===== config.mk =====
export PLATFORM = sky130hd
export DESIGN_NAME = ccu_seq_flat
export DESIGN_NICKNAME = d
export VERILOG_FILES = /design/src/rtl/ccu_pkg.sv /design/src/rtl/ccu_seq_if.sv /design/src/rtl/ccu_digit_timer.sv /design/src/rtl/ccu_seq.sv /design/src/flat_wrapper.sv
export SDC_FILE = /design/constraint.sdc
export NUM_CORES = 1
export LEC_CHECK = 0
export ABC_CLOCK_PERIOD_IN_PS = 1450
export CORE_MARGIN = 5
export CORE_UTILIZATION = 40
export DETAILED_ROUTE_END_ITERATION = 8
export PLACE_DENSITY = 0.66
export SETUP_SLACK_MARGIN = 0.4
export SYNTH_ARGS = -nofsm -noshare
export SYNTH_HDL_FRONTEND = slang
export SYNTH_SLANG_ARGS = --single-unit

===== constraint.sdc =====
create_clock -name clk -period 1.45 [get_ports clk]
set_input_delay 0.145 -clock clk [delete_from_list [all_inputs] [get_ports clk]]
set_output_delay 0.145 -clock clk [all_outputs]
set_load 0.02 [all_outputs]

===== src/rtl/ccu_pkg.sv =====
// Shared definitions for the CCU sequencers: order codes, sequencer states,
// minor-cycle timing defaults and the shift-count saturation helper.
package ccu_pkg;

    localparam int MC_LEN_DEF = 36;
    localparam int STEP_W     = 6;

    localparam logic [1:0] OP_NONE = 2'b00;
    localparam logic [1:0] OP_MULT = 2'b01;
    localparam logic [1:0] OP_SHL  = 2'b10;
    localparam logic [1:0] OP_SHR  = 2'b11;

    localparam logic [STEP_W-1:0] MAX_PLACES = 6'd35;

    typedef enum logic [1:0] {
        IDLE  = 2'b00,
        ALIGN = 2'b01,
        RUN   = 2'b10,
        DONE  = 2'b11
    } ccu_state_e;

    function automatic logic [STEP_W-1:0] sat_places(input logic [STEP_W-1:0] places);
        if (places > MAX_PLACES) begin
            sat_places = MAX_PLACES;
        end else begin
            sat_places = places;
        end
    endfunction

endpackage


===== src/rtl/ccu_seq_if.sv =====
// Order request / gating strobe bundle between the main order sequencer, ccu_seq
// and the CCU 2 datapath. Defining CCU_SEQ_ABORT_EN adds the abort request line.
interface ccu_seq_if;
    import ccu_pkg::*;

    logic              start;
    logic [1:0]        op;
    logic              long_num;
    logic [STEP_W-1:0] count;
`ifdef CCU_SEQ_ABORT_EN
    logic              abort;
`endif
    logic              busy;
    logic              done;
    logic              ovr;
    logic              d0;
    logic              d35;
    logic              c5;
    logic              c6;
    logic              s2;
    logic              c7;
    logic [STEP_W-1:0] step;

`ifdef CCU_SEQ_ABORT_EN
    modport master (
        output start, op, long_num, count, abort,
        input  busy, done, ovr, d0, d35, c5, c6, s2, c7, step
    );
    modport slave (
        input  start, op, long_num, count, abort,
        output busy, done, ovr, d0, d35, c5, c6, s2, c7, step
    );
`else
    modport master (
        output start, op, long_num, count,
        input  busy, done, ovr, d0, d35, c5, c6, s2, c7, step
    );
    modport slave (
        input  start, op, long_num, count,
        output busy, done, ovr, d0, d35, c5, c6, s2, c7, step
    );
`endif

endinterface


===== src/rtl/ccu_digit_timer.sv =====
// Free-running pulse-interval counter (0..MC_LEN-1) with first/last digit decode.
// Shared by every CCU that needs minor-cycle framing.
module ccu_digit_timer
    import ccu_pkg::*;
#(
    parameter int MC_LEN = MC_LEN_DEF
) (
    input  logic clk,
    input  logic rst,
    output logic d0,
    output logic d35
);

    localparam int              PI_W    = (MC_LEN > 1) ? $clog2(MC_LEN) : 1;
    localparam logic [PI_W-1:0] PI_LAST = PI_W'(MC_LEN - 1);
    localparam logic [PI_W-1:0] PI_ZERO = {PI_W{1'b0}};
    localparam logic [PI_W-1:0] PI_ONE  = PI_W'(1);

    logic [PI_W-1:0] pi_r;
    logic [PI_W-1:0] pi_nxt_s;
    logic            d0_r;
    logic            d35_r;

    // Next p.i. value, wrapping at the end of the minor cycle.
    always_comb begin
        pi_nxt_s = pi_r;
        if (pi_r == PI_LAST) begin
            pi_nxt_s = PI_ZERO;
        end else begin
            pi_nxt_s = pi_r + PI_ONE;
        end
    end

    // Counter and digit decodes registered together so d0/d35 track the counter exactly.
    always_ff @(posedge clk or posedge rst) begin
        if (rst) begin
            pi_r  <= PI_ZERO;
            d0_r  <= 1'b1;
            d35_r <= 1'b0;
        end else begin
            pi_r  <= pi_nxt_s;
            d0_r  <= (pi_nxt_s == PI_ZERO);
            d35_r <= (pi_nxt_s == PI_LAST);
        end
    end

    assign d0  = d0_r;
    assign d35 = d35_r;

endmodule


===== src/rtl/ccu_seq.sv =====
// Multiply/shift order sequencer: aligns an accepted order to the minor cycle,
// runs one step per minor cycle and drives the CCU 2 gating strobes.
// Defining CCU_SEQ_ABORT_EN adds abort, which ends the order at the next d35.
module ccu_seq
    import ccu_pkg::*;
#(
    parameter int MC_LEN      = MC_LEN_DEF,
    parameter int SHORT_STEPS = 17,
    parameter int LONG_STEPS  = 35
) (
    input logic      clk,
    input logic      rst,
    ccu_seq_if.slave bus
);

    localparam logic [STEP_W-1:0] SHORT_N  = STEP_W'(SHORT_STEPS);
    localparam logic [STEP_W-1:0] LONG_N   = STEP_W'(LONG_STEPS);
    localparam logic [STEP_W-1:0] STEP_ONE = STEP_W'(1);
    localparam logic [STEP_W-1:0] STEP_ZERO = {STEP_W{1'b0}};

    ccu_state_e        state_r;
    ccu_state_e        state_nxt_s;
    logic [1:0]        op_r;
    logic              long_r;
    logic [STEP_W-1:0] places_r;
    logic [STEP_W-1:0] step_r;
    logic [STEP_W-1:0] target_s;
    logic              d0_s;
    logic              d35_s;
    logic              accept_s;
    logic              last_step_s;
    logic              abort_now_s;
    logic              run_s;

    ccu_digit_timer #(
        .MC_LEN (MC_LEN)
    ) u_timer (
        .clk (clk),
        .rst (rst),
        .d0  (d0_s),
        .d35 (d35_s)
    );

    assign accept_s    = (state_r == IDLE) && bus.start && (bus.op != OP_NONE);
    assign last_step_s = ((step_r + STEP_ONE) == target_s);
    assign run_s       = (state_r == RUN);

    // Step target of the latched order.
    always_comb begin
        target_s = places_r;
        if (op_r == OP_MULT) begin
            target_s = long_r ? LONG_N : SHORT_N;
        end else begin
            target_s = places_r;
        end
    end

`ifdef CCU_SEQ_ABORT_EN
    logic abort_pend_r;

    // An abort seen mid-cycle is remembered until the d35 that honours it.
    always_ff @(posedge clk or posedge rst) begin
        if (rst) begin
            abort_pend_r <= 1'b0;
        end else if (accept_s) begin
            abort_pend_r <= 1'b0;
        end else if (((state_r == ALIGN) || (state_r == RUN)) && bus.abort) begin
            abort_pend_r <= 1'b1;
        end else begin
            abort_pend_r <= abort_pend_r;
        end
    end

    assign abort_now_s = abort_pend_r |
                         (bus.abort & ((state_r == ALIGN) || (state_r == RUN)));
`else
    assign abort_now_s = 1'b0;
`endif

    // Sequencer next-state logic; transitions out of ALIGN/RUN happen only on d35.
    always_comb begin
        state_nxt_s = state_r;
        case (state_r)
            IDLE: begin
                if (accept_s) begin
                    state_nxt_s = ALIGN;
                end else begin
                    state_nxt_s = IDLE;
                end
            end
            ALIGN: begin
                if (d35_s && ((target_s == STEP_ZERO) || abort_now_s)) begin
                    state_nxt_s = DONE;
                end else if (d35_s) begin
                    state_nxt_s = RUN;
                end else begin
                    state_nxt_s = ALIGN;
                end
            end
            RUN: begin
                if (d35_s && (last_step_s || abort_now_s)) begin
                    state_nxt_s = DONE;
                end else begin
                    state_nxt_s = RUN;
                end
            end
            DONE: begin
                state_nxt_s = IDLE;
            end
            default: begin
                state_nxt_s = IDLE;
            end
        endcase
    end

    // Sequencer state register.
    always_ff @(posedge clk or posedge rst) begin
        if (rst) begin
            state_r <= IDLE;
        end else begin
            state_r <= state_nxt_s;
        end
    end

    // Order latch and step counter; step survives DONE until the next acceptance.
    always_ff @(posedge clk or posedge rst) begin
        if (rst) begin
            op_r     <= OP_NONE;
            long_r   <= 1'b0;
            places_r <= STEP_ZERO;
            step_r   <= STEP_ZERO;
        end else if (accept_s) begin
            op_r     <= bus.op;
            long_r   <= bus.long_num;
            places_r <= sat_places(bus.count);
            step_r   <= STEP_ZERO;
        end else if (d35_s && (state_r == ALIGN)) begin
            step_r   <= STEP_ZERO;
        end else if (d35_s && run_s) begin
            step_r   <= step_r + STEP_ONE;
        end else begin
            step_r   <= step_r;
        end
    end

    assign bus.busy = (state_r != IDLE);
    assign bus.done = (state_r == DONE);
    assign bus.ovr  = bus.start && (state_r != IDLE);
    assign bus.d0   = d0_s;
    assign bus.d35  = d35_s;
    assign bus.c5   = run_s && (op_r == OP_MULT);
    assign bus.c6   = run_s && op_r[1];
    assign bus.s2   = run_s && (op_r == OP_SHL);
    assign bus.c7   = run_s && d35_s;
    assign bus.step = step_r;

endmodule


===== src/flat_wrapper.sv =====
// flat-port wrapper written by rule: the top's interface ports become plain ports
module ccu_seq_flat import ccu_pkg::*;
#(
    parameter int MC_LEN      = MC_LEN_DEF,
    parameter int SHORT_STEPS = 17,
    parameter int LONG_STEPS  = 35
)
  (clk, rst, bus_start, bus_op, bus_long_num, bus_count, bus_busy, bus_done, bus_ovr, bus_d0, bus_d35, bus_c5, bus_c6, bus_s2, bus_c7, bus_step);
  ccu_seq_if bus_i ();
  input logic clk;
  input logic rst;
  input wire logic [$bits(bus_i.start)-1:0] bus_start;
  input wire logic [$bits(bus_i.op)-1:0] bus_op;
  input wire logic [$bits(bus_i.long_num)-1:0] bus_long_num;
  input wire logic [$bits(bus_i.count)-1:0] bus_count;
  output wire logic [$bits(bus_i.busy)-1:0] bus_busy;
  output wire logic [$bits(bus_i.done)-1:0] bus_done;
  output wire logic [$bits(bus_i.ovr)-1:0] bus_ovr;
  output wire logic [$bits(bus_i.d0)-1:0] bus_d0;
  output wire logic [$bits(bus_i.d35)-1:0] bus_d35;
  output wire logic [$bits(bus_i.c5)-1:0] bus_c5;
  output wire logic [$bits(bus_i.c6)-1:0] bus_c6;
  output wire logic [$bits(bus_i.s2)-1:0] bus_s2;
  output wire logic [$bits(bus_i.c7)-1:0] bus_c7;
  output wire logic [$bits(bus_i.step)-1:0] bus_step;
  assign bus_i.start = bus_start;
  assign bus_i.op = bus_op;
  assign bus_i.long_num = bus_long_num;
  assign bus_i.count = bus_count;
  assign bus_busy = bus_i.busy;
  assign bus_done = bus_i.done;
  assign bus_ovr = bus_i.ovr;
  assign bus_d0 = bus_i.d0;
  assign bus_d35 = bus_i.d35;
  assign bus_c5 = bus_i.c5;
  assign bus_c6 = bus_i.c6;
  assign bus_s2 = bus_i.s2;
  assign bus_c7 = bus_i.c7;
  assign bus_step = bus_i.step;
  ccu_seq #(.MC_LEN(MC_LEN), .SHORT_STEPS(SHORT_STEPS), .LONG_STEPS(LONG_STEPS)) u_core (.clk(clk), .rst(rst), .bus(bus_i));
endmodule

* Word level (Yosys, flattened, before mapping) *
Cells that the tools add are included.

word-level totals
  flip-flop bits (word level) = 25
  input bits = 12
  output and inout port bits = 15
  logic and storage cells = 47

cells by class
  add/sub/neg operators = 2
  $lt $le $gt $ge = 1
  equal/unequal tests = 8
  multiplexer cells = 12
  reduce and logical (&&, ||, !) cells = 16

operator list
  operator             count
  $mux 6               7
  $add 6x1->6 const B  2
  $eq 6x6->1 const B   2
  $logic_not 6->1      2
  $logic_and 1x1->1    10
  $pmux 2 s4           1
  $eq 2x2->1 const B   3
  $eq 6x6->1           1
  $gt 6x6->1 const B   1
  $eq 2x1->1 const B   2
  $mux 2               2
  $reduce_bool 2->1    2
  $reduce_bool 3->1    1
  $logic_not 2->1      1
  $mux 1               2

* Logic depth before layout (Yosys ltp) *
Gate-level depths: netlist of run 1.

  word-level depth = 6
  mapped depth = 7

* Modules after synthesis *
Synthesis of run 1 repeated with hierarchy kept, for this count alone.

second synthesis, totals
  cells, all modules = 169
  area, all modules = 1556.5 um^2

modules (own cells, without submodules)
  module           times used  cells an instance  area an instance (um^2)  sequential area each (um^2)
  ccu_seq          1           129                1128.6                   425.4
  ccu_digit_timer  1           40                 427.9                    201.4

* Worst setup path after synthesis of run 1 *
OpenSTA, ideal clock, no wires.

  path kind = register -> register
  start point = reg u_core.state_r[0]
  end point = reg u_core.op_r[1]
  library setup time = 0.128 ns
  data arrival time = 1.595 ns
  setup slack = -0.273 ns
  stages on the path, launching flop included = 6
  buffers on the path = 2
  path through = dfrtp_1 or2_0 clkbuf_1 nor2_2 buf_2 mux2_1

between the ends
  cells in the longest elaborated chain, start to end = 3

RTL lines
  item                            RTL line        text
  start: declaration              ccu_seq.sv:21   ccu_state_e state_r;
  start signal: assignment        ccu_seq.sv:121  state_r <= state_nxt_s;
  $logic_not 2->1                 ccu_seq.sv:44   assign accept_s = (state_r == IDLE) && bus.start && (bus.op != OP_NONE);
  $logic_and 1x1->1 (2 in a row)  ccu_seq.sv:44
  end signal: assignment          ccu_seq.sv:133  op_r <= bus.op;
  end: declaration                ccu_seq.sv:23   logic [1:0] op_r;

No other way between the ends.
A chain may end at the register's enable or synchronous reset.

* Worst setup path in the final report of run 1 *
  start point = reg u_core.op_r[1]
  end point = reg u_core.state_r[0]

between the ends
  cells in the longest elaborated chain, start to end = 6
  elaborated cells between the ends (all ways) = 9
  those cells by class = eq/ne: 2; mux: 4; reduce/logical: 3

RTL lines
  item                                                  RTL line                       text
  $eq 2x1->1 *                                          ccu_seq.sv:51                  if (op_r == OP_MULT) begin
  $mux 6 *                                              ccu_seq.sv:51
  $eq 6x6->1 / $logic_not 6->1 (equally long branches)  ccu_seq.sv:45, ccu_seq.sv:92
  $logic_and 1x1->1 (on tied branches)                  ccu_seq.sv:101, ccu_seq.sv:92
  $mux 1 / $mux 2 (equally long branches)               ccu_seq.sv:101, ccu_seq.sv:92
  $pmux 2 s4 *                                          ccu_seq.sv:83                  case (state_r)
  named net u_core.state_nxt_s[0]                       ccu_seq.sv:22                  ccu_state_e state_nxt_s;

The timed path passes the listed nets; every way through them passes the cells marked *.

==> results of run 1 <==
-- through the flow --
| step | setup TNS, ns | worst slack [ns] | cell area (um2) |
|---|---|---|---|
| after detailed placement | -2.25 | -0.224 | 2070 |
| after floorplan | -0.0510 | -0.0337 | 1610 |
| after CTS | -0.181 | -0.121 | 2420 |
| after global routing | -0.884 | -0.204 | 2590 |
| final | -0.417 | -0.160 | 2590 |
| after global placement | -1.68 | -0.186 | 2070 |
-- metal layers --
metal	vias to the layer above	part of all wire (%)	GRT usage, %
li1	691	-	-
met1	725	43	21.6
met2	27	53	29.7
met3	6	2.7	3.37
met4	0	0.93	4.38
met5	-	0	0
-- what timing repair did --
| item | CTS | global route |
|---|---|---|
| resized for setup | 131 | 33 |
| endpoints found under the setup margin | 36 | 37 |
| setup buffers | 16 | 6 |
| pin swaps | 17 | 12 |
-- registers in the layout (all words and copies together) (netlist names), named ones only --
signal and flops:
u_core.u_timer.pi_r 6, u_core.places_r 6, u_core.u_timer.d35 1, u_core.u_timer.d0 1
u_core.op_r 2, u_core.state_r 1, u_core.long_r 1, u_core.bus.step 6
-- power groups by stage --
stage          Sequential [mW]  Combinational, mW  Clock (mW)
3_5_place_dp             0.932               1.13           0
2_1_floorplan            0.941              0.701           0
6_report                 0.936               1.68       0.416
3_3_place_gp             0.929               1.11           0
5_1_grt                  0.958               1.77       0.460
4_1_cts                  0.927               1.52       0.425
-- worst paths after layout --
| check | from | to | slack [ns] | depth (start not counted) |
|---|---|---|---|---|
| max in group asynchronous | rst | u_core.u_timer.d0 | 0.93 | 3 |
| worst min-delay path | rst | u_core.op_r[0] | 0.23 | 3 |
| worst max-delay path | u_core.op_r[1] | u_core.state_r[0] | -0.16 | 5 |
| worst min register to register | u_core.places_r[1] | u_core.places_r[1] | 0.61 | 2 |
| worst max register to register | u_core.op_r[1] | u_core.state_r[0] | -0.16 | 5 |
| min in group clk | bus_count[1] | u_core.places_r[1] | 0.49 | 2 |
-- cell usage after synthesis, types with 5 or more instances --
cell	instances	area, um2
nor2b_1	7	43.8
a21oi_1	14	70.1
o21ai_1	6	30.0
inv_1	9	33.8
clkbuf_1	5	18.8
and2_1	5	31.3
xnor2_1	7	61.3
o21ai_0	6	30.0
dfrtp_1	24	601
nor3_1	5	25.0
nor2_1	5	18.8
nand2_1	12	45.0
-- worst max-delay path, cell delays in order (launching register included) --
cell and delay (ns):
dfrtp_1 0.43, and3b_2 0.30, a21oi_2 0.05, xor3_1 0.35, nand3b_4 0.17, o31ai_4 0.22
-- area by class of cell --
class                           count  area [um2]  share of cell area [%]
Multi-Input combinational cell    118        1090                    42.1
Timing Repair Buffer               74         723                    27.9
Sequential cell                    25         637                    24.6
Tap cell                           48        60.1                    2.32
Clock buffer                        4        45.0                    1.74
Inverter                            9        36.3                    1.40
-- logic make-up after synthesis --
| logic type | after synthesis | synth area share, % |
|---|---|---|
| multiplexers | 5 | 3.64 |
| buffers and inverters | 15 | 3.80 |
| AND/OR/NAND/NOR | 58 | 22.7 |
| flip-flops | 25 | 41.4 |
| adder cells (fa/ha/maj) | 4 | 3.31 |
| XOR/XNOR | 13 | 9.76 |
| AO/OA/AOI/OAI | 38 | 15.4 |
==> metrics.md, run 1 <==
| Metric | Value |
|---|---|
| Clock tree from TritonCTS | built |
| Fraction of layout instances using a drive strength above 1 | 54.3% |
| Root buf cell | clkbuf_8 |
| Final Non-Filler Cells | 278 |
| Initial antenna violation count | 0 |
| Largest net degree at the start of global routing | 26 |
| CP Class | reg2reg |
| Starting Density | 41.3% |
| Violations in the final reports | negative setup slack |
| Final Hold Viols | 0 |
| Fmax | 0.621 GHz |
| Routed Antenna Nets | 0 |
| Distinct cells, synth | 44 |
| Clock power share | 13.7% |
| Synth Flop Type | dfrtp_1 |
| H-tree depth | 1 |
| I/O pins | 27 |
| #FFs+latches synth | 25 |
| Initial DRC Count | 66 |
| Die Width | 71.5 um |
| Vias per cell | 5.21 |
| Fill count | 269 |
| Layout Utilization | 70.8% |
| Register area share after synthesis | 41.4% |
| Period utilization | 111% |
| Slew margin rel. | 72.7% |
| Cell area after synthesis | 1510 um2 |
| WL/cell | 16.3 um |
| RSZ-0062 raised after global routing | true |
| Asr flop ratio synth | 100% |
| Worst Path Arrival | 1.79 ns |
| Worst setup SP type | flip-flop |
| Pwr Density | 1170 nW/um2 |
| P_sw | 1.06 mW |
| Internal power | 1.97 mW |
| GRT Total Usage | 17.1% |
| Sequential share of power | 30.9% |
| Most common cell after layout, fill and taps aside | buf_6 |
| DRT Pass-1 Iters | 4 |
| Rows | 22 |
| Final Total Pwr | 3.03 mW |
| Vias in the first global route | 1432 |
| Num Clock Sinks | 25 |
| Post-synth EDFFs | 0 |
| Peak supply drop | 679 uV |
| Outcome | finished, violations left |
| Via count | 1449 |
| Placer Congestion | 0.837 |
| CTS clock-pin slew for the worst setup and hold paths | 0.09 ns |
| Pleak | 1.12 nW |
| First-pass GRT wire length | 6950 um |
| Post-layout minimum cycle time | 1.61 ns |
| Die Ht | 71.5 um |
| Number of diodes | 0 |
| Die ar. | 5110 um2 |
| Req. time, crit path | 1.63 ns |
| Core ar. | 3660 um2 |
| Worst Hold Class | in2async |
| Synth Warn # | 0 |
| Switching share of total power | 35.0% |
| Hold slack | 0.226 ns |
| TritonCTS Buffers | 3 |
| Worst-Margin Slew | 0.406 ns |
| Crit path max fanout | 4 |
| Fin worst setup slack | -0.160 ns |
| Cts hold-fix bufs | 0 |
| Post-DP HPWL | 2740 um |
| Syn Nets | 174 |
| Element type at the critical path end | flip-flop |
| Placed cell count | 252 |
| Residual DRC count | 0 |
| Clock Skew | 0.00132 ns |
| Cell count after synthesis | 158 |
| CTS max path bufs | 2 |
| Max-Cap Viols | 0 |
| Final wirelength | 4540 um |
| Grt total ovfl | 0 |
| Area grow syn2layout | 71.4% |
| Port bufs | 26 |
| # setup viols final | 9 |
| Most frequent cells in the layout | 34 x buf_6, 26 x buf_4, 16 x dfrtp_1, 11 x nand2_1, 11 x clkdlybuf4s50_1 |
| Combinational power share | 55.4% |
| Mapped Avg Cell Area | 9.57 um2 |
| Net count, final | 247 |
| Fin. max-slew vios | 0 |
| Clk_lat worst skew | 0.26 ns |
Note: power is estimated with default switching activity, not from simulation.
==> run 2, diff against run 1 <==
--- a/config.mk
+++ b/config.mk
@@ -7,9 +7,9 @@
 export LEC_CHECK = 0
 export ABC_CLOCK_PERIOD_IN_PS = 1450
 export CORE_MARGIN = 5
-export CORE_UTILIZATION = 40
+export CORE_UTILIZATION = 47
 export DETAILED_ROUTE_END_ITERATION = 8
-export PLACE_DENSITY = 0.66
+export PLACE_DENSITY = 0.75
 export SETUP_SLACK_MARGIN = 0.4
 export SYNTH_ARGS = -nofsm -noshare
 export SYNTH_HDL_FRONTEND = slang
==> run 2 against run 1 <==
Against the previous run: sequential cell count unchanged; first-iteration DRC count up 110%; setup slack worse by 0.0036 ns; wire length up 5.7%; worst hold slack worse by 0.065 ns; the flow still finishes with violations (negative setup slack); power up 0.68%; sequential share of layout area down 0.60 points; cell count up 2.5%; die area down 13%; core utilization up 15 points; critical path depth up 1.
==> metrics.md, run 2 (synthesized netlist as in run 1, its figures left out) <==
| Metric | Value |
|---|---|
| Outcome | finished, violations left (unchanged) |
| Violations in the final reports | negative setup slack (unchanged) |
| DRT Pass-1 Iters | 4 (unchanged) |
| Root buf cell | clkbuf_4 (was clkbuf_8) |
| Element type at the critical path end | flip-flop (unchanged) |
| First-pass GRT wire length | 6870 um (was 6950 um) |
| Clock Skew | 0.00582 ns (was 0.00132 ns) |
| H-tree depth | 1 (unchanged) |
| Clock tree from TritonCTS | built (unchanged) |
| Final Hold Viols | 0 (unchanged) |
| Flop-to-flop setup slack | -0.16 ns (about the same) |
| CP peak stage delay | 0.47 ns (was 0.43 ns) |
| Fmax | 0.620 GHz (was 0.621 GHz) |
| RSZ-0062 raised after global routing | true (unchanged) |
| Routed Antenna Nets | 0 (unchanged) |
| Pre-CTS setup slack | -0.199 ns (was -0.224 ns) |
| Most common cell after layout, fill and taps aside | buf_4 (was buf_6) |
| Fraction of layout instances using a drive strength above 1 | 57.7% (was 54.3%) |
| Residual DRC count | 0 (unchanged) |
| CP max stage cell | dfrtp_1 (unchanged) |
| Net count, final | 258 (was 247) |
| Placed cell count | 252 (unchanged) |
| WL/cell | 16.8 um (was 16.3 um) |
| Sum of negative setup slack | -0.963 ns (was -0.417 ns) |
| CTS max path bufs | 2 (unchanged) |
| Die Ht | 66.7 um (was 71.5 um) |
| Vias in the first global route | 1596 (was 1432) |
| Slew margin rel. | 77.8% (was 72.7%) |
| CTS clock-pin slew for the worst setup and hold paths | 0.15 ns (was 0.09 ns) |
| Clk_lat worst skew | 0.32 ns (was 0.26 ns) |
| Initial antenna violation count | 0 (unchanged) |
| Starting Density | 49.1% (was 41.3%) |
| Vias per cell | 5.38 (was 5.21) |
| Worst Path Arrival | 1.86 ns (was 1.79 ns) |
| Port bufs | 26 (unchanged) |
| I/O pins | 27 (unchanged) |
| Grt total ovfl | 0 (unchanged) |
| Fin. max-slew vios | 0 (unchanged) |
| Die Width | 66.7 um (was 71.5 um) |
| Post-DP HPWL | 2780 um (was 2740 um) |
| Max-Cap Viols | 0 (unchanged) |
| Final Non-Filler Cells | 285 (was 278) |
| Period utilization | 111% (about the same) |
| Worst-Margin Slew | 0.332 ns (was 0.406 ns) |
| Post-layout minimum cycle time | 1.61 ns (about the same) |
| Initial DRC Count | 139 (was 66) |
| CP Class | reg2reg (unchanged) |
| Num Clock Sinks | 25 (unchanged) |
| TritonCTS Buffers | 3 (unchanged) |
| Die ar. | 4450 um2 (was 5110 um2) |
| Peak supply drop | 1020 uV (was 679 uV) |
| # setup viols final | 18 (was 9) |
| Number of diodes | 0 (unchanged) |
| Worst Hold Class | in2async (unchanged) |
| Req. time, crit path | 1.70 ns (was 1.63 ns) |
| Rows | 20 (was 22) |
| Area grow syn2layout | 75.4% (was 71.4%) |
| Pleak | 1.17 nW (was 1.12 nW) |
| Placer Congestion | 0.845 (was 0.837) |
| Most frequent cells in the layout | 38 x buf_4, 35 x buf_6, 17 x dfrtp_1, 11 x nand2_1, 11 x clkdlybuf4s50_1 (was 34 x buf_6, 26 x buf_4, 16 x dfrtp_1, 11 x nand2_1, 11 x clkdlybuf4s50_1) |
| Crit path max fanout | 4 (unchanged) |
| Via count | 1532 (was 1449) |
| Fin worst setup slack | -0.163 ns (was -0.160 ns) |
| Core ar. | 3080 um2 (was 3660 um2) |
| Final wirelength | 4800 um (was 4540 um) |
| Crit-path cells | and3b_2 > a21oi_1 > buf_4 > xor2_4 > nand3b_4 > o31ai_2 (was and3b_2 > a21oi_2 > xor3_1 > nand3b_4 > o31ai_4) |
| Layout Utilization | 86.2% (was 70.8%) |
| Worst setup SP type | flip-flop (unchanged) |
| Largest net degree at the start of global routing | 26 (unchanged) |
| Pwr Density | 1150 nW/um2 (was 1170 nW/um2) |
| GRT Total Usage | 20.1% (was 17.1%) |
-- run 2: cell count changes in the layout (fill, tap and decap cells not counted), moves of 4 or more --
cell / before / now
inv_1: 8 / 2
a21oi_2: 7 / 2
a21oi_1: 6 / 10
buf_4: 26 / 38
inv_2: 0 / 5
-- run 2: critical path, delay by kind of cell, from the launching register on --
family	cells	cell delay, ns
compound gates	2	0.37
simple gates	2	0.34
xor+xnor	1	0.17
flops	1	0.47
buf+inv	1	0.18
-- run 2: area by class of cell --
class                   instances  area (um2)
multi-input cells             118        1090
repair buffers                 85         805
flip-flops and latches         25         636
fillers                       147         425
well taps                      44        55.1
inverters                       9        38.8
clock buffers                   3        22.5
clock inverters                 1        7.51
-- run 2: worst paths after layout --
kind                                    startpoint                  to  depth (start not counted)
worst max-delay path                u_core.op_r[1]   u_core.state_r[0]                          6
worst min register to register  u_core.places_r[3]  u_core.places_r[3]                          3
min in group clk                      bus_count[1]  u_core.places_r[1]                          2
worst max register to register      u_core.op_r[1]   u_core.state_r[0]                          6
max in group asynchronous                      rst   u_core.u_timer.d0                          3
worst min-delay path                           rst  u_core.bus.step[4]                          3
-- run 2: layer usage --
layer  share of wire, %  GRT usage (%)  vias to the layer above
met5                  0              0                        -
met4                3.5           9.14                        0
met3                4.7           3.37                       16
met2                 52           35.8                       55
met1                 40           23.5                      747
li1                   -              -                      714
-- run 2: stage by stage --
stage                     cell area (um2)  total power, mW  hold slack, ns
after floorplan                      1610             1.64           0.171
after global placement               2100             2.10           0.521
after global routing                 2650             3.22           0.189
after detailed placement             2100             2.15           0.533
final                                2650             3.05           0.162
after CTS                            2400             2.68           0.172
-- run 2: what timing repair did --
item                                    in CTS  in global routing
resized for setup                          122                 42
endpoints found under the setup margin      37                 39
pin swaps                                   14                 13
buffers inserted                            18                 11
hold buffers                                 0                  0
-- run 2: power breakdown --
group          leakage [nW]  switching [mW]  internal (mW)  total [mW]
sequential            0.300           0.133          0.825       0.958
combinational         0.859           0.730           1.03        1.76
clock                0.0139           0.230          0.105       0.336
==> run 3, diff against run 2 <==
--- a/config.mk
+++ b/config.mk
@@ -6,6 +6,7 @@
 export NUM_CORES = 1
 export LEC_CHECK = 0
 export ABC_CLOCK_PERIOD_IN_PS = 1450
+export CORE_ASPECT_RATIO = 1.5
 export CORE_MARGIN = 5
 export CORE_UTILIZATION = 47
 export DETAILED_ROUTE_END_ITERATION = 8
==> run 3 against run 2 <==
Against the previous run: the flow still finishes with violations (negative setup slack); power grew 4.4%; clock skew grew 0.0011 ns; global-route usage is essentially flat; clock power grew 30%; register-to-register slack lost 0.05 ns; sequential power shrank 1%; largest cell class unchanged.
==> metrics.md, run 3 (synthesized netlist as in run 1, its figures left out) <==
| Metric | Value |
|---|---|
| Initial antenna violation count | 0 (unchanged) |
| Pwr Density | 1190 nW/um2 (was 1150 nW/um2) |
| Element type at the critical path end | flip-flop (unchanged) |
| CP Class | reg2reg (unchanged) |
| Clock tree from TritonCTS | built (unchanged) |
| Final Total Pwr | 3.18 mW (was 3.05 mW) |
| Largest net degree at the start of global routing | 26 (unchanged) |
| Fin. max-slew vios | 0 (unchanged) |
| Core ar. | 3130 um2 (was 3080 um2) |
| Peak supply drop | 1110 uV (was 1020 uV) |
| Vias in the first global route | 1554 (was 1596) |
| Worst setup SP type | flip-flop (unchanged) |
| Buffers and inverters on the worst path | 0 (was 1) |
| First-pass GRT wire length | 7070 um (was 6870 um) |
| Grt total ovfl | 0 (unchanged) |
| CP max stage cell | dfrtp_2 (was dfrtp_1) |
| Die Width | 56.3 um (was 66.7 um) |
| Most frequent cells in the layout | 38 x buf_4, 25 x buf_6, 16 x dfrtp_1, 11 x nand2_1, 11 x clkdlybuf4s50_1 (was 38 x buf_4, 35 x buf_6, 17 x dfrtp_1, 11 x nand2_1, 11 x clkdlybuf4s50_1) |
| Violations in the final reports | negative setup slack (unchanged) |
| Reg2Reg Capture Point | u_core.state_r[0] (unchanged) |
| Via count | 1527 (was 1532) |
| Vias per cell | 5.53 (was 5.38) |
| R2r startpoint | u_core.bus.step[1] (was u_core.op_r[1]) |
| Net count, final | 253 (was 258) |
| Fill count | 151 (was 147) |
| WL/cell | 18.6 um (was 16.8 um) |
| Area grow syn2layout | 76.5% (was 75.4%) |
| Worst Path Arrival | 1.85 ns (was 1.86 ns) |
| Most common cell after layout, fill and taps aside | buf_4 (unchanged) |
| Worst-Margin Slew | 0.400 ns (was 0.332 ns) |
| Die Ht | 79.5 um (was 66.7 um) |
| Crit-path cells | ha_4 > xor2_4 > xnor2_1 > o22ai_1 > a21oi_2 > o31ai_4 (was and3b_2 > a21oi_1 > buf_4 > xor2_4 > nand3b_4 > o31ai_2) |
| Final wirelength | 5130 um (was 4800 um) |
| Max-Cap Viols | 0 (unchanged) |
| Placed cell count | 245 (was 252) |
| CP peak stage delay | 0.46 ns (was 0.47 ns) |
| Rows | 25 (was 20) |
| Worst Hold Class | in2async (unchanged) |
| Initial DRC Count | 60 (was 139) |
| Final Hold Viols | 0 (unchanged) |
| Crit-path leading delay family | compound AO/OA/AOI/OAI gates (was flip-flops) |
| CTS max path bufs | 2 (unchanged) |
| DRT Pass-1 Iters | 4 (unchanged) |
| Clk_lat worst skew | 0.27 ns (was 0.32 ns) |
| Post-layout minimum cycle time | 1.67 ns (was 1.61 ns) |
| Outcome | finished, violations left (unchanged) |
| Req. time, crit path | 1.64 ns (was 1.70 ns) |
| I/O pins | 27 (unchanged) |
| Hold slack | 0.216 ns (was 0.162 ns) |
| GRT Total Usage | 20.1% (about the same) |
| # setup viols final | 16 (was 18) |
| Root buf cell | clkbuf_8 (was clkbuf_4) |
| Final Non-Filler Cells | 276 (was 285) |
| Slew margin rel. | 73.1% (was 77.8%) |
| Routed Antenna Nets | 0 (unchanged) |
| Crit path max fanout | 4 (unchanged) |
| Pre-CTS setup slack | -0.213 ns (was -0.199 ns) |
| Pleak | 1.16 nW (was 1.17 nW) |
| Multi-input logic area | 1150 um2 (was 1090 um2) |
| Worst r2r path cells | 6 (unchanged) |
| Clock Skew | 0.00697 ns (was 0.00582 ns) |
| H-tree depth | 1 (unchanged) |
| Placer Congestion | 0.798 (was 0.845) |
| Die ar. | 4480 um2 (was 4450 um2) |
| RSZ-0062 raised after global routing | true (unchanged) |
| Period utilization | 115% (was 111%) |
| Fraction of layout instances using a drive strength above 1 | 59.3% (was 57.7%) |
| Starting Density | 48.4% (was 49.1%) |
| CTS clock-pin slew for the worst setup and hold paths | 0.10 ns (was 0.15 ns) |
| Fmax | 0.600 GHz (was 0.620 GHz) |
| Port bufs | 26 (unchanged) |
| Post-DP HPWL | 2900 um (was 2780 um) |
| Cts hold-fix bufs | 0 (unchanged) |
| Number of diodes | 0 (unchanged) |
| TritonCTS Buffers | 3 (unchanged) |
| Fin worst setup slack | -0.217 ns (was -0.163 ns) |
| Flop-to-flop setup slack | -0.22 ns (was -0.16 ns) |
| Seq. cell area | 637 um2 (was 636 um2) |
| Num Clock Sinks | 25 (unchanged) |
| Residual DRC count | 0 (unchanged) |
==> run 3: cell count changes in the layout (fill, tap and decap cells not counted), moves of 3 or more <==
cell / delta
a21oi_1: -6
a21oi_2: +7
buf_6: -10
clkbuf_4: -3
clkbuf_8: +3
inv_1: +3
==> run 3: cell type report <==
class	count	share of cell area (%)
multi-input combinational	118	43.0
timing repair buffer	80	28.1
sequential	25	23.9
tap	40	1.87
clock buffer	3	1.55
inverter	9	1.36
clock inverter	1	0.281
==> run 3: metrics by stage <==
stage	instance area, um2	utilization (%)	setup TNS, ns
final	2670	85.4	-0.876
after global routing	2670	85.4	-1.71
after CTS	2380	76.2	-0.203
after detailed placement	2070	66.2	-1.48
after global placement	2070	66.2	-0.878
after floorplan	1610	-	-0.0510
==> run 3: worst max-delay path by stage <==
| stage | from | end | slack [ns] | cells after the start |
|---|---|---|---|---|
| floorplan | u_core.state_r[0] | u_core.op_r[1] | -0.03 | 5 |
| global placement | u_core.state_r[0] | bus_s2 | -0.16 | 4 |
| detailed placement | u_core.state_r[0] | bus_s2 | -0.21 | 4 |
| CTS | u_core.bus.step[1] | u_core.state_r[0] | -0.14 | 6 |
| global route | u_core.bus.step[1] | u_core.state_r[0] | -0.22 | 6 |
| finish | u_core.bus.step[1] | u_core.state_r[0] | -0.22 | 6 |
==> run 3: where the power goes <==
group / leakage [nW] / internal (mW) / switching (mW)
combinational: 0.843 / 1.04 / 0.764
sequential: 0.300 / 0.825 / 0.123
clock: 0.0217 / 0.195 / 0.241
total: 1.16 / 2.06 / 1.13
==> run 3: what timing repair did <==
item / CTS / global route
buffers inserted: 14 / 12
gates cloned: 0 / 1
pin swaps: 15 / 15
endpoints found under the setup margin: 36 / 36
gates resized for setup: 118 / 40
==> run 3: per-layer routing <==
| metal | share of wire [%] | up-vias | track usage (%) |
|---|---|---|---|
| met3 | 3.7 | 8 | 3.24 |
| met5 | 0 | - | 0 |
| li1 | - | 703 | - |
| met4 | 1.6 | 0 | 5.94 |
| met2 | 55 | 39 | 38.9 |
| met1 | 40 | 777 | 22.2 |
==> run 3: worst reg2reg max path, cell delays in order, from the launching register on <==
cell and delay (ns):
dfrtp_2 0.46, ha_4 0.21, xor2_4 0.17, xnor2_1 0.15, o22ai_1 0.24, a21oi_2 0.12, o31ai_4 0.24
